===== src/rtl/fib_job_dispatcher_if.sv =====
// Job stream, core four-phase handshake and result stream
// of the Fibonacci job dispatcher.
`timescale 1ns/1ps
interface fib_job_dispatcher_if #(
    parameter int WIDTH = 32
);
    logic             in_valid;
    logic             in_ready;
    logic [WIDTH-1:0] in_n;
    logic             req;
    logic [WIDTH-1:0] n_out;
    logic             fin;
    logic [WIDTH-1:0] result_in;
    logic             out_valid;
    logic             out_ready;
    logic [WIDTH-1:0] out_result;
    logic [WIDTH-1:0] out_n;
    logic             busy;
    logic             stall;

    modport slave (
        input  in_valid, in_n, fin, result_in, out_ready,
        output in_ready, req, n_out, out_valid,
        output out_result, out_n, busy, stall
    );

    modport master (
        output in_valid, in_n, fin, result_in, out_ready,
        input  in_ready, req, n_out, out_valid,
        input  out_result, out_n, busy, stall
    );
endinterface


===== src/rtl/fib_job_dispatcher.sv =====
// Clocked front end for the self-timed fibonacci core: job intake,
// four-phase req/fin handshake with synchronised fin, result slot.
`timescale 1ns/1ps
module fib_job_dispatcher #(
    parameter int WIDTH       = 32,
    parameter int SYNC_STAGES = 2,
    parameter int TIMEOUT     = 1000000
) (
    input  logic                 clk,
    input  logic                 rst,
    fib_job_dispatcher_if.slave  bus
);
    localparam int CW = $clog2(TIMEOUT + 1);

    typedef enum logic [1:0] {
        S_IDLE,
        S_RISE,
        S_FALL,
        S_HOLD
    } state_t;

    state_t                 r_state;
    state_t                 w_next;
    logic [SYNC_STAGES-1:0] r_sync;
    logic [SYNC_STAGES-1:0] r_prime;
    logic [CW-1:0]          r_cnt;
    logic [WIDTH-1:0]       r_n_out;
    logic [WIDTH-1:0]       r_res_q;
    logic [WIDTH-1:0]       r_n_q;
    logic [WIDTH-1:0]       r_out_result;
    logic [WIDTH-1:0]       r_out_n;
    logic                   r_req;
    logic                   r_out_valid;
    logic                   r_stall;

    logic w_fin_s;
    logic w_primed;
    logic w_slot_free;
    logic w_accept;
    logic w_capture;
    logic w_load;
    logic w_cnt_clr;
    logic w_phase;

    assign w_fin_s     = r_sync[SYNC_STAGES-1];
    // fin_s is meaningless until the synchroniser has refilled after reset
    assign w_primed    = r_prime[SYNC_STAGES-1];
    assign w_slot_free = !r_out_valid || bus.out_ready;
    assign w_phase     = (r_state == S_RISE) || (r_state == S_FALL);

    always_ff @(posedge clk) begin
        if (rst) r_state <= S_IDLE;
        else     r_state <= w_next;
    end

    always_comb begin
        w_next    = r_state;
        w_accept  = 1'b0;
        w_capture = 1'b0;
        w_load    = 1'b0;
        w_cnt_clr = 1'b0;
        unique case (r_state)
            S_IDLE: begin
                if (bus.in_valid && w_primed && !w_fin_s) begin
                    w_accept  = 1'b1;
                    w_cnt_clr = 1'b1;
                    w_next    = S_RISE;
                end
            end
            S_RISE: begin
                if (w_fin_s) begin
                    w_capture = 1'b1;
                    w_cnt_clr = 1'b1;
                    w_next    = S_FALL;
                end
            end
            S_FALL: begin
                if (!w_fin_s) begin
                    if (w_slot_free) begin
                        w_load = 1'b1;
                        w_next = S_IDLE;
                    end else begin
                        w_next = S_HOLD;
                    end
                end
            end
            S_HOLD: begin
                if (w_slot_free) begin
                    w_load = 1'b1;
                    w_next = S_IDLE;
                end
            end
            default: w_next = S_IDLE;
        endcase
    end

    always_ff @(posedge clk) begin
        if (rst) begin
            r_sync  <= '0;
            r_prime <= '0;
        end else begin
            r_sync  <= {r_sync[SYNC_STAGES-2:0], bus.fin};
            r_prime <= {r_prime[SYNC_STAGES-2:0], 1'b1};
        end
    end

    always_ff @(posedge clk) begin
        if (rst) begin
            r_req        <= 1'b0;
            r_n_out      <= '0;
            r_res_q      <= '0;
            r_n_q        <= '0;
            r_out_valid  <= 1'b0;
            r_out_result <= '0;
            r_out_n      <= '0;
            r_cnt        <= '0;
            r_stall      <= 1'b0;
        end else begin
            if (w_accept) begin
                r_n_out <= bus.in_n;
                r_req   <= 1'b1;
            end
            if (w_capture) begin
                r_res_q <= bus.result_in;
                r_n_q   <= r_n_out;
                r_req   <= 1'b0;
            end
            if (w_load) begin
                r_out_result <= r_res_q;
                r_out_n      <= r_n_q;
                r_out_valid  <= 1'b1;
            end else if (bus.out_ready) begin
                r_out_valid  <= 1'b0;
            end
            // Timeout only flags; the handshake must never be abandoned
            if (w_cnt_clr) begin
                r_cnt <= '0;
            end else if (w_phase) begin
                if (r_cnt != CW'(TIMEOUT))
                    r_cnt <= r_cnt + 1'b1;
                if (r_cnt >= CW'(TIMEOUT - 1))
                    r_stall <= 1'b1;
            end
        end
    end

    assign bus.in_ready   = (r_state == S_IDLE) && !w_fin_s && w_primed;
    assign bus.req        = r_req;
    assign bus.n_out      = r_n_out;
    assign bus.out_valid  = r_out_valid;
    assign bus.out_result = r_out_result;
    assign bus.out_n      = r_out_n;
    assign bus.busy       = (r_state != S_IDLE);
    assign bus.stall      = r_stall;
endmodule


===== src/flat_wrapper.sv =====
// flat-port wrapper written by rule: the top's interface ports become plain ports
module fib_job_dispatcher_flat 
#(
    parameter int WIDTH       = 32,
    parameter int SYNC_STAGES = 2,
    parameter int TIMEOUT     = 1000000
)
  (clk, rst, bus_in_valid, bus_in_n, bus_fin, bus_result_in, bus_out_ready, bus_in_ready, bus_req, bus_n_out, bus_out_valid, bus_out_result, bus_out_n, bus_busy, bus_stall);
  fib_job_dispatcher_if #(.WIDTH(WIDTH)) bus_i ();
  input  logic clk;
  input  logic rst;
  input wire logic [$bits(bus_i.in_valid)-1:0] bus_in_valid;
  input wire logic [$bits(bus_i.in_n)-1:0] bus_in_n;
  input wire logic [$bits(bus_i.fin)-1:0] bus_fin;
  input wire logic [$bits(bus_i.result_in)-1:0] bus_result_in;
  input wire logic [$bits(bus_i.out_ready)-1:0] bus_out_ready;
  output wire logic [$bits(bus_i.in_ready)-1:0] bus_in_ready;
  output wire logic [$bits(bus_i.req)-1:0] bus_req;
  output wire logic [$bits(bus_i.n_out)-1:0] bus_n_out;
  output wire logic [$bits(bus_i.out_valid)-1:0] bus_out_valid;
  output wire logic [$bits(bus_i.out_result)-1:0] bus_out_result;
  output wire logic [$bits(bus_i.out_n)-1:0] bus_out_n;
  output wire logic [$bits(bus_i.busy)-1:0] bus_busy;
  output wire logic [$bits(bus_i.stall)-1:0] bus_stall;
  assign bus_i.in_valid = bus_in_valid;
  assign bus_i.in_n = bus_in_n;
  assign bus_i.fin = bus_fin;
  assign bus_i.result_in = bus_result_in;
  assign bus_i.out_ready = bus_out_ready;
  assign bus_in_ready = bus_i.in_ready;
  assign bus_req = bus_i.req;
  assign bus_n_out = bus_i.n_out;
  assign bus_out_valid = bus_i.out_valid;
  assign bus_out_result = bus_i.out_result;
  assign bus_out_n = bus_i.out_n;
  assign bus_busy = bus_i.busy;
  assign bus_stall = bus_i.stall;
  fib_job_dispatcher #(.WIDTH(WIDTH), .SYNC_STAGES(SYNC_STAGES), .TIMEOUT(TIMEOUT)) u_core (.clk(clk), .rst(rst), .bus(bus_i));
endmodule

===== config.mk =====
export PLATFORM = sky130hd
export DESIGN_NAME = fib_job_dispatcher_flat
export DESIGN_NICKNAME = d
export VERILOG_FILES = /design/src/rtl/fib_job_dispatcher_if.sv /design/src/rtl/fib_job_dispatcher.sv /design/src/flat_wrapper.sv
export SDC_FILE = /design/constraint.sdc
export NUM_CORES = 1
export LEC_CHECK = 0
export CAP_MARGIN = 5
export CORE_MARGIN = 5
export CORE_UTILIZATION = 49
export CTS_CLUSTER_SIZE = 28
export DETAILED_ROUTE_END_ITERATION = 6
export GPL_ROUTABILITY_DRIVEN = 0
export PLACE_DENSITY = 0.78
export SYNTH_ARGS = -nofsm -noshare
export SYNTH_HDL_FRONTEND = slang
export SYNTH_SLANG_ARGS = --single-unit

===== constraint.sdc =====
create_clock -name clk -period 2 [get_ports clk]
set_clock_uncertainty 0.05 [all_clocks]
set_input_delay 0.5 -clock clk [delete_from_list [all_inputs] [get_ports clk]]
set_output_delay 0.5 -clock clk [all_outputs]
set_load 0.02 [all_outputs]

==> results of run 1 <==
[layout make-up]
type	count	share of cell area, %
Multi-Input combinational cell	611	30.38
Timing Repair Buffer	196	21.22
Clock inverter	8	0.8927
Inverter	11	0.4332
Tap cell	180	2.363
Sequential cell	189	39.70
Clock buffer	23	5.015
[flip-flops by register name, indices dropped and copies added, names as in the netlist, 2 cells and up]
signal,flops
u_core.bus.n_out,32
u_core.bus.out_n,32
u_core.bus.out_result,32
u_core.r_cnt,20
u_core.r_n_q,32
u_core.r_prime,2
u_core.r_res_q,32
u_core.r_state,2
u_core.r_sync,2
[power by group through the flow]
stage / registers [W] / clock network, W / logic (W)
after floorplan: 0.00408 / 0 / 0.000691
final: 0.00395 / 0.00321 / 0.00146
after global placement: 0.00403 / 0 / 0.00147
after CTS: 0.00394 / 0.00326 / 0.00147
after detailed placement: 0.00403 / 0 / 0.00148
after global routing: 0.00396 / 0.00344 / 0.00160
[metal layers]
layer / GRT usage [%] / share of wire (%) / up-vias
met3: 5.687 / 6.3 / 36
met2: 35.91 / 49 / 171
met4: 9.203 / 2.5 / 0
li1: - / - / 3167
met1: 26.98 / 42 / 2886
met5: 0 / 0 / -
[repair_timing]
action,CTS,global route
pin swaps,0,1
gates resized for setup,13,32
setup buffers,0,0
endpoints found under the setup margin,6,28
[logic make-up after synthesis]
kind of cell / count (synthesis) / synth area share (%)
compound gates: 191 / 14.55
simple gates: 402 / 24.25
mux: 6 / 0.8856
buf+inv: 69 / 3.813
fa+ha+maj: 6 / 1.084
flops: 189 / 54.65
xor+xnor: 6 / 0.7591
[stage by stage]
step	std cells	hold WS [ns]	power, W	util [%]	cell area [µm²]
detailed placement	1187	0.3824	0.005509	64.15	8905
global route	1218	0.2812	0.009004	68.66	9530
CTS	1218	0.2668	0.008677	68.10	9453
global placement	1187	0.3661	0.005493	64.15	8905
finish	1218	0.2853	0.008609	68.66	9530
floorplan	869	0.3638	0.004772	-	6923
[cell usage in the layout (no fill, tap or decap), drive strengths merged, types with 6 or more instances in the layout]
cell	instances
nand2	341
inv	12
ha	6
nor2	10
clkbuf	23
dfxtp	189
o21ai	8
a21oi	170
clkdlybuf4s50	135
buf	30
nand3	7
dlymetal6s2s	27
nand4	8
[how the worst max path moves through the flow]
stage                         to  cells past startpoint  slack, ns
2_1_floorplan       bus_in_ready                      4       0.16
3_3_place_gp   u_core.r_state[1]                      7      -0.04
3_5_place_dp   u_core.r_state[1]                      7      -0.09
4_1_cts             bus_n_out[1]                      1     0.0001
5_1_grt             bus_n_out[0]                      1     0.0002
6_report            bus_n_out[9]                      1       0.03
==> flow_summary.ini, run 1 <==
[status]
outcome = finished clean

[global_route]
grt_pass1_vias = 5878
overflow = 0
antenna_found_initial = 0
grt_first_pass_wirelength_mm = 29.01
grt_max_degree = 96
track_usage_pct = 21.76

[sta]
period_needed_ns = 1.967
finalMaxSlewViolations = 0
tns_ns = 0
max_freq_mhz = 508.4
worst_slack_ns = 0.03302
tightestPinTransition_ns = 0.7288
hold_viol = 0
slew_headroom_pct = 51.42
period_share_pct = 98.35
rsz0062_at_grt = false
setup_viol = 0

[synthesis]
synth_area_leaders = dfxtp_1, nand2_1, a21oi_1
ys.flop_type = dfxtp_1
yosysTopAreaCell = dfxtp_1
synth.yosys.seq_area_share_pct = 54.65
synth_edf_count = 0
syn_area_um2 = 6923
netlist_instances = 869
synth_top_area_share_pct = 54.65
synth-seq-cells = 189
ys_warn_count = 0
ys_types = 46
synth.avg_cell_area_um2 = 7.967
synthTopCellsByCount = nand2_1, dfxtp_1, a21oi_1
syn_nets = 944
async_reset_ff_share_pct = 0
synth_most_common_cell = nand2_1

[floorplan]
floorplan.initialDensity_pct = 49.87
dieWidth_um = 128.9
ios = 170
rows = 43
die-area_um2 = 16600
coreArea_um2 = 13880
die_h_um = 128.9

[drt]
wl_per_cell_um = 14.63
detailedRoute.firstIterationViolations = 456
drcViolationCount = 0
vias_per_cell = 5.140
routed_wl_mm = 17.81
ant_nets = 0
drtPass1Iterations = 5
num_vias = 6260

[setup_path]
cp-startpoint = u_core.bus.n_out[9]
reg2reg_slack_ns = 0.16
r2r-end = u_core.r_cnt[9]
crit_family = buffers and inverters
critPathMaxStageDelay_ns = 0.63
cp_num_buf_inv = 1
cp_cell_sequence = clkdlybuf4s50_1
crit_fanout = 3
criticalPathCategory = reg -> out
slowest_stage = clkdlybuf4s50_1
crit_path_end_kind = output pin
cp.required_ns = 1.45
r2r_cells = 6
r2r_start = u_core.r_cnt[0]
worstPathArrival_ns = 1.42
crit_path_start_kind = flip-flop

[finish]
fill_cells = 1178
ff_latch_area_um2 = 3784
antenna_cells = 0
synthToLayoutAreaGrowth_pct = 37.66
nets = 1101
multi_input_area_um2 = 2895
drive_gt1_share_pct = 7.129

[clocking]
postCtsHoldBufs = 0
clkTransAtPathRegs_ns = 0.06
root_buffer = clkbuf_16
cts_sinks = 189
htreeDepth = 4
worstSkewPairLatency_ns = 0.42
cts_buffers = 17
cts_tree = done
clockBufferDepth = 2

[power]
switching_share_pct = 26.68
comb_power_share_pct = 16.9
switching_power_w = 0.002297
power.density_nw_per_um2 = 903.3
ir_worst_vdd_uv = 528.3
p_seq_share_pct = 45.8
leakagePower_nw = 3.677
power_frac_clock_pct = 37.2
internal_power_w = 0.006312

[hold_path]
min_from = rst
hold_depth = 2
hold_class = in -> reg
min_to = u_core.r_prime[0]

[placed_design]
dp_slack_ns = -0.09178
dp_hpwl_mm = 11.90
port_buffers = 169

[flow_run]
maxCapViolations = 0
Note: power is estimated with default switching activity, not from simulation.
==> run 2, diff against run 1 <==
CORE_UTILIZATION = 50   (was 49)
CTS_BUF_LIST = sky130_fd_sc_hd__clkbuf_8   (was default)
PLACE_DENSITY = 0.8   (was 0.78)
==> flow_summary.ini, run 2 (synthesized netlist as in run 1, its figures left out) <==
[status]
outcome = finished clean

[floorplan]
coreArea_um2 = 13720
dieWidth_um = 127.7
floorplan.initialDensity_pct = 50.46
ios = 170
die-area_um2 = 16300
die_h_um = 127.7
rows = 43

[sta]
slew_headroom_pct = 72.04
worst_slack_ns = 0.05522
period_needed_ns = 1.945
finalMaxSlewViolations = 0
max_freq_mhz = 514.2
setup_viol = 0
hold_ws_ns = 0.2587
hold_viol = 0
rsz0062_at_grt = true
tightestPinTransition_ns = 0.4162
period_share_pct = 97.24

[global_route]
grt_first_pass_wirelength_mm = 27.84
antenna_found_initial = 0
grt_max_degree = 96
track_usage_pct = 21.28
overflow = 0
grt_pass1_vias = 5622

[clocking]
postCtsHoldBufs = 0
clockBufferDepth = 2
worstSkewPairLatency_ns = 0.46
root_buffer = clkbuf_8
cts_sinks = 189
htreeDepth = 4
cts_buffers = 17
clkTransAtPathRegs_ns = 0.09
cts_tree = done

[setup_path]
criticalPathCategory = reg -> out
r2r-end = u_core.r_state[1]
slowest_stage = clkdlybuf4s50_1
crit_family = buffers and inverters
worstPathArrival_ns = 1.39
crit_path_start_kind = flip-flop
crit_fanout = 2
reg2reg_slack_ns = 0.16
r2r_cells = 7
r2r_start = u_core.r_state[0]
cp_num_buf_inv = 1
critPathMaxStageDelay_ns = 0.60
cp.required_ns = 1.45
crit_path_end_kind = output pin
cp_cell_sequence = clkdlybuf4s50_1

[finish]
final_util_pct = 68.51
drive_gt1_share_pct = 7.522
final_common_cell = nand2_1
ff_latch_area_um2 = 3786
fill_cells = 1146
final_cell_mix = nand2_1, dfxtp_1, a21oi_1, clkdlybuf4s50_1, dlygate4sd2_1
multi_input_area_um2 = 2912
nets = 1100
antenna_cells = 0
finalNonFillerCells = 1217
synthToLayoutAreaGrowth_pct = 35.77

[drt]
num_vias = 6166
ant_nets = 0
vias_per_cell = 5.067
wl_per_cell_um = 14.51
drtPass1Iterations = 5
detailedRoute.firstIterationViolations = 500
routed_wl_mm = 17.66
drcViolationCount = 0

[hold_path]
hold_depth = 2
min_from = rst
min_to = u_core.r_prime[0]
hold_class = in -> reg

[power]
power.density_nw_per_um2 = 862.8
ir_worst_vdd_uv = 491.9
leakagePower_nw = 4.189
finalPower_w = 0.008110

[placed_design]
port_buffers = 169
dp.cells = 1185
dp_slack_ns = 0.01655
dp_hpwl_mm = 11.71

[flow_run]
maxCapViolations = 0
[run 2: how the worst max path moves through the flow]
stage	from	slack, ns	cells past startpoint	endpoint
after floorplan	u_core.r_state[0]	0.16	4	bus_in_ready
after global placement	bus_in_valid	0.06	6	u_core.r_cnt[2]
after detailed placement	u_core.r_state[0]	0.02	5	bus_in_ready
after CTS	u_core.r_state[0]	-0.05	5	bus_in_ready
after global routing	u_core.r_state[1]	-0.002	5	bus_in_ready
final	u_core.bus.out_result[10]	0.06	1	bus_out_result[10]
[run 2: what timing repair did]
item	CTS	global route
gates resized for setup	64	53
setup endpoints to repair	57	49
gates cloned	0	0
buffers inserted	0	1
pin swaps	0	2
endpoints found under the hold margin	0	0
[run 2: layer usage]
metal | vias up | part of all wire, % | global-route usage, %
met5 | - | 0 | 0
met4 | 0 | 1.9 | 8.115
met3 | 30 | 5.3 | 4.958
met2 | 143 | 49 | 35.77
met1 | 2835 | 43 | 26.66
li1 | 3158 | - | -
[run 2: layout make-up]
| cell class | count | share of cell area [%] |
|---|---|---|
| multi-input combinational | 611 | 30.98 |
| sequential | 189 | 40.28 |
| clock buffer | 19 | 2.782 |
| timing repair buffer | 195 | 21.31 |
| inverter | 11 | 0.4393 |
| clock inverter | 12 | 1.810 |
| tap | 180 | 2.396 |
[run 2: through the flow]
step                setup TNS [ns]  area, µm²
finish                           0       9399
global route             -0.002316       9399
CTS                       -0.04861       9255
detailed placement               0       8902
global placement                 0       8902
floorplan                        0       6923
[run 2: power by group]
group	total (W)	switching (W)	internal, W
logic	0.00146	0.000847	0.000611
registers	0.00394	0.0000720	0.00387
clock network	0.00271	0.00129	0.00142
total	0.00811	0.00221	0.00590
==> run 3, diff against run 2 <==
CTS_BUF_LIST = sky130_fd_sc_hd__clkbuf_2 sky130_fd_sc_hd__clkbuf_4 sky130_fd_sc_hd__clkbuf_8   (was sky130_fd_sc_hd__clkbuf_8)
==> flow_summary.ini, run 3 (synthesized netlist as in run 1, its figures left out) <==
[setup_path]
r2r_cells = 7
cp_cell_sequence = clkdlybuf4s50_1
crit_path_start_kind = flip-flop
slowest_stage = clkdlybuf4s50_1
crit_family = buffers and inverters
worstPathArrival_ns = 1.39
crit_path_end_kind = output pin
crit_fanout = 2
critPathMaxStageDelay_ns = 0.60
cp.depth = 1
cp.required_ns = 1.45
criticalPathCategory = reg -> out
cp_num_buf_inv = 1

[clocking]
postCtsHoldBufs = 0
cts_buffers = 17
root_buffer = clkbuf_8
cts_tree = done
worstSkewPairLatency_ns = 0.45
clkTransAtPathRegs_ns = 0.09
htreeDepth = 4
clockBufferDepth = 2
cts_sinks = 189

[sta]
setup_viol = 0
hold_viol = 0
worst_slack_ns = 0.05911
slew_headroom_pct = 72.34
rsz0062_at_grt = true
period_needed_ns = 1.941
tightestPinTransition_ns = 0.4119
period_share_pct = 97.04
finalMaxSlewViolations = 0
max_freq_mhz = 515.2

[floorplan]
dieWidth_um = 127.7
ios = 170
die-area_um2 = 16300
coreArea_um2 = 13720
die_h_um = 127.7
floorplan.initialDensity_pct = 50.46
rows = 43

[drt]
vias_per_cell = 5.036
detailedRoute.firstIterationViolations = 559
drcViolationCount = 0
drtPass1Iterations = 5
routed_wl_mm = 17.66
ant_nets = 0
num_vias = 6129
wl_per_cell_um = 14.51

[finish]
ff_latch_area_um2 = 3786
nets = 1100
final_util_pct = 68.56
synthToLayoutAreaGrowth_pct = 35.88
multi_input_area_um2 = 2912
drive_gt1_share_pct = 7.715
fill_cells = 1145
antenna_cells = 0
final_common_cell = nand2_1
final_cell_mix = nand2_1, dfxtp_1, a21oi_1, clkdlybuf4s50_1, dlygate4sd2_1

[hold_path]
hold_depth = 2
hold_class = in -> reg

[global_route]
overflow = 0
antenna_found_initial = 0
grt_first_pass_wirelength_mm = 27.83
track_usage_pct = 21.27
grt_max_degree = 96
grt_pass1_vias = 5621

[flow_run]
maxCapViolations = 0

[placed_design]
port_buffers = 169
dp_slack_ns = 0.01655
dp_hpwl_mm = 11.71

[power]
leakagePower_nw = 4.188
power.density_nw_per_um2 = 865.5
ir_worst_vdd_uv = 490.3

[status]
outcome = finished clean
-- run 3: changes by cell type in the layout (fill, tap and decap cells not counted) --
cell	previous run	this run
inv_1	10	8
clkbuf_4	0	2
-- run 3: path summary, 6_finish.rpt --
kind                        startpoint                        to  slack, ns
max          u_core.bus.out_result[10]        bus_out_result[10]       0.06
min                                rst         u_core.r_prime[0]       0.26
max reg2reg          u_core.r_state[0]         u_core.r_state[1]       0.16
min reg2reg          u_core.r_res_q[7]  u_core.bus.out_result[7]       0.40
-- run 3: power by group --
part / total [W] / switching [W] / leakage (nW) / internal [W]
clock network: 0.00274 / 0.00129 / 0.224 / 0.00145
registers: 0.00394 / 0.0000722 / 1.53 / 0.00387
logic: 0.00146 / 0.000847 / 2.44 / 0.000611
total: 0.00814 / 0.00220 / 4.19 / 0.00594
-- run 3: stage by stage --
stage	hold slack, ns	std cells	setup TNS (ns)	power (W)	area, µm²
3_5_place_dp	0.3752	1185	0	0.005466	8902
3_3_place_gp	0.3655	1185	0	0.005449	8902
4_1_cts	0.2391	1216	-0.04861	0.008129	9263
5_1_grt	0.2455	1217	-0.002316	0.008504	9407
6_report	0.2624	1217	0	0.008141	9407
2_1_floorplan	0.3638	869	0	0.004772	6923
-- run 3: what timing repair did --
item	4_1_cts	5_1_grt
pin swaps	0	2
endpoints found under the setup margin	57	49
gates resized for setup	64	53
setup buffers	0	1
-- run 3: layout make-up --
cell class	count	area share, %
clock buffers	21	2.940
clock inverters	10	1.729
inverters	11	0.4389
multi-input cells	611	30.95
flip-flops and latches	189	40.25
well taps	180	2.394
repair buffers	195	21.30
-- run 3: routing by layer --
layer,wire (µm),GRT usage [%]
met4,325,8.115
met5,0,0
met2,8720,35.80
met1,7644,26.61
met3,966,4.958
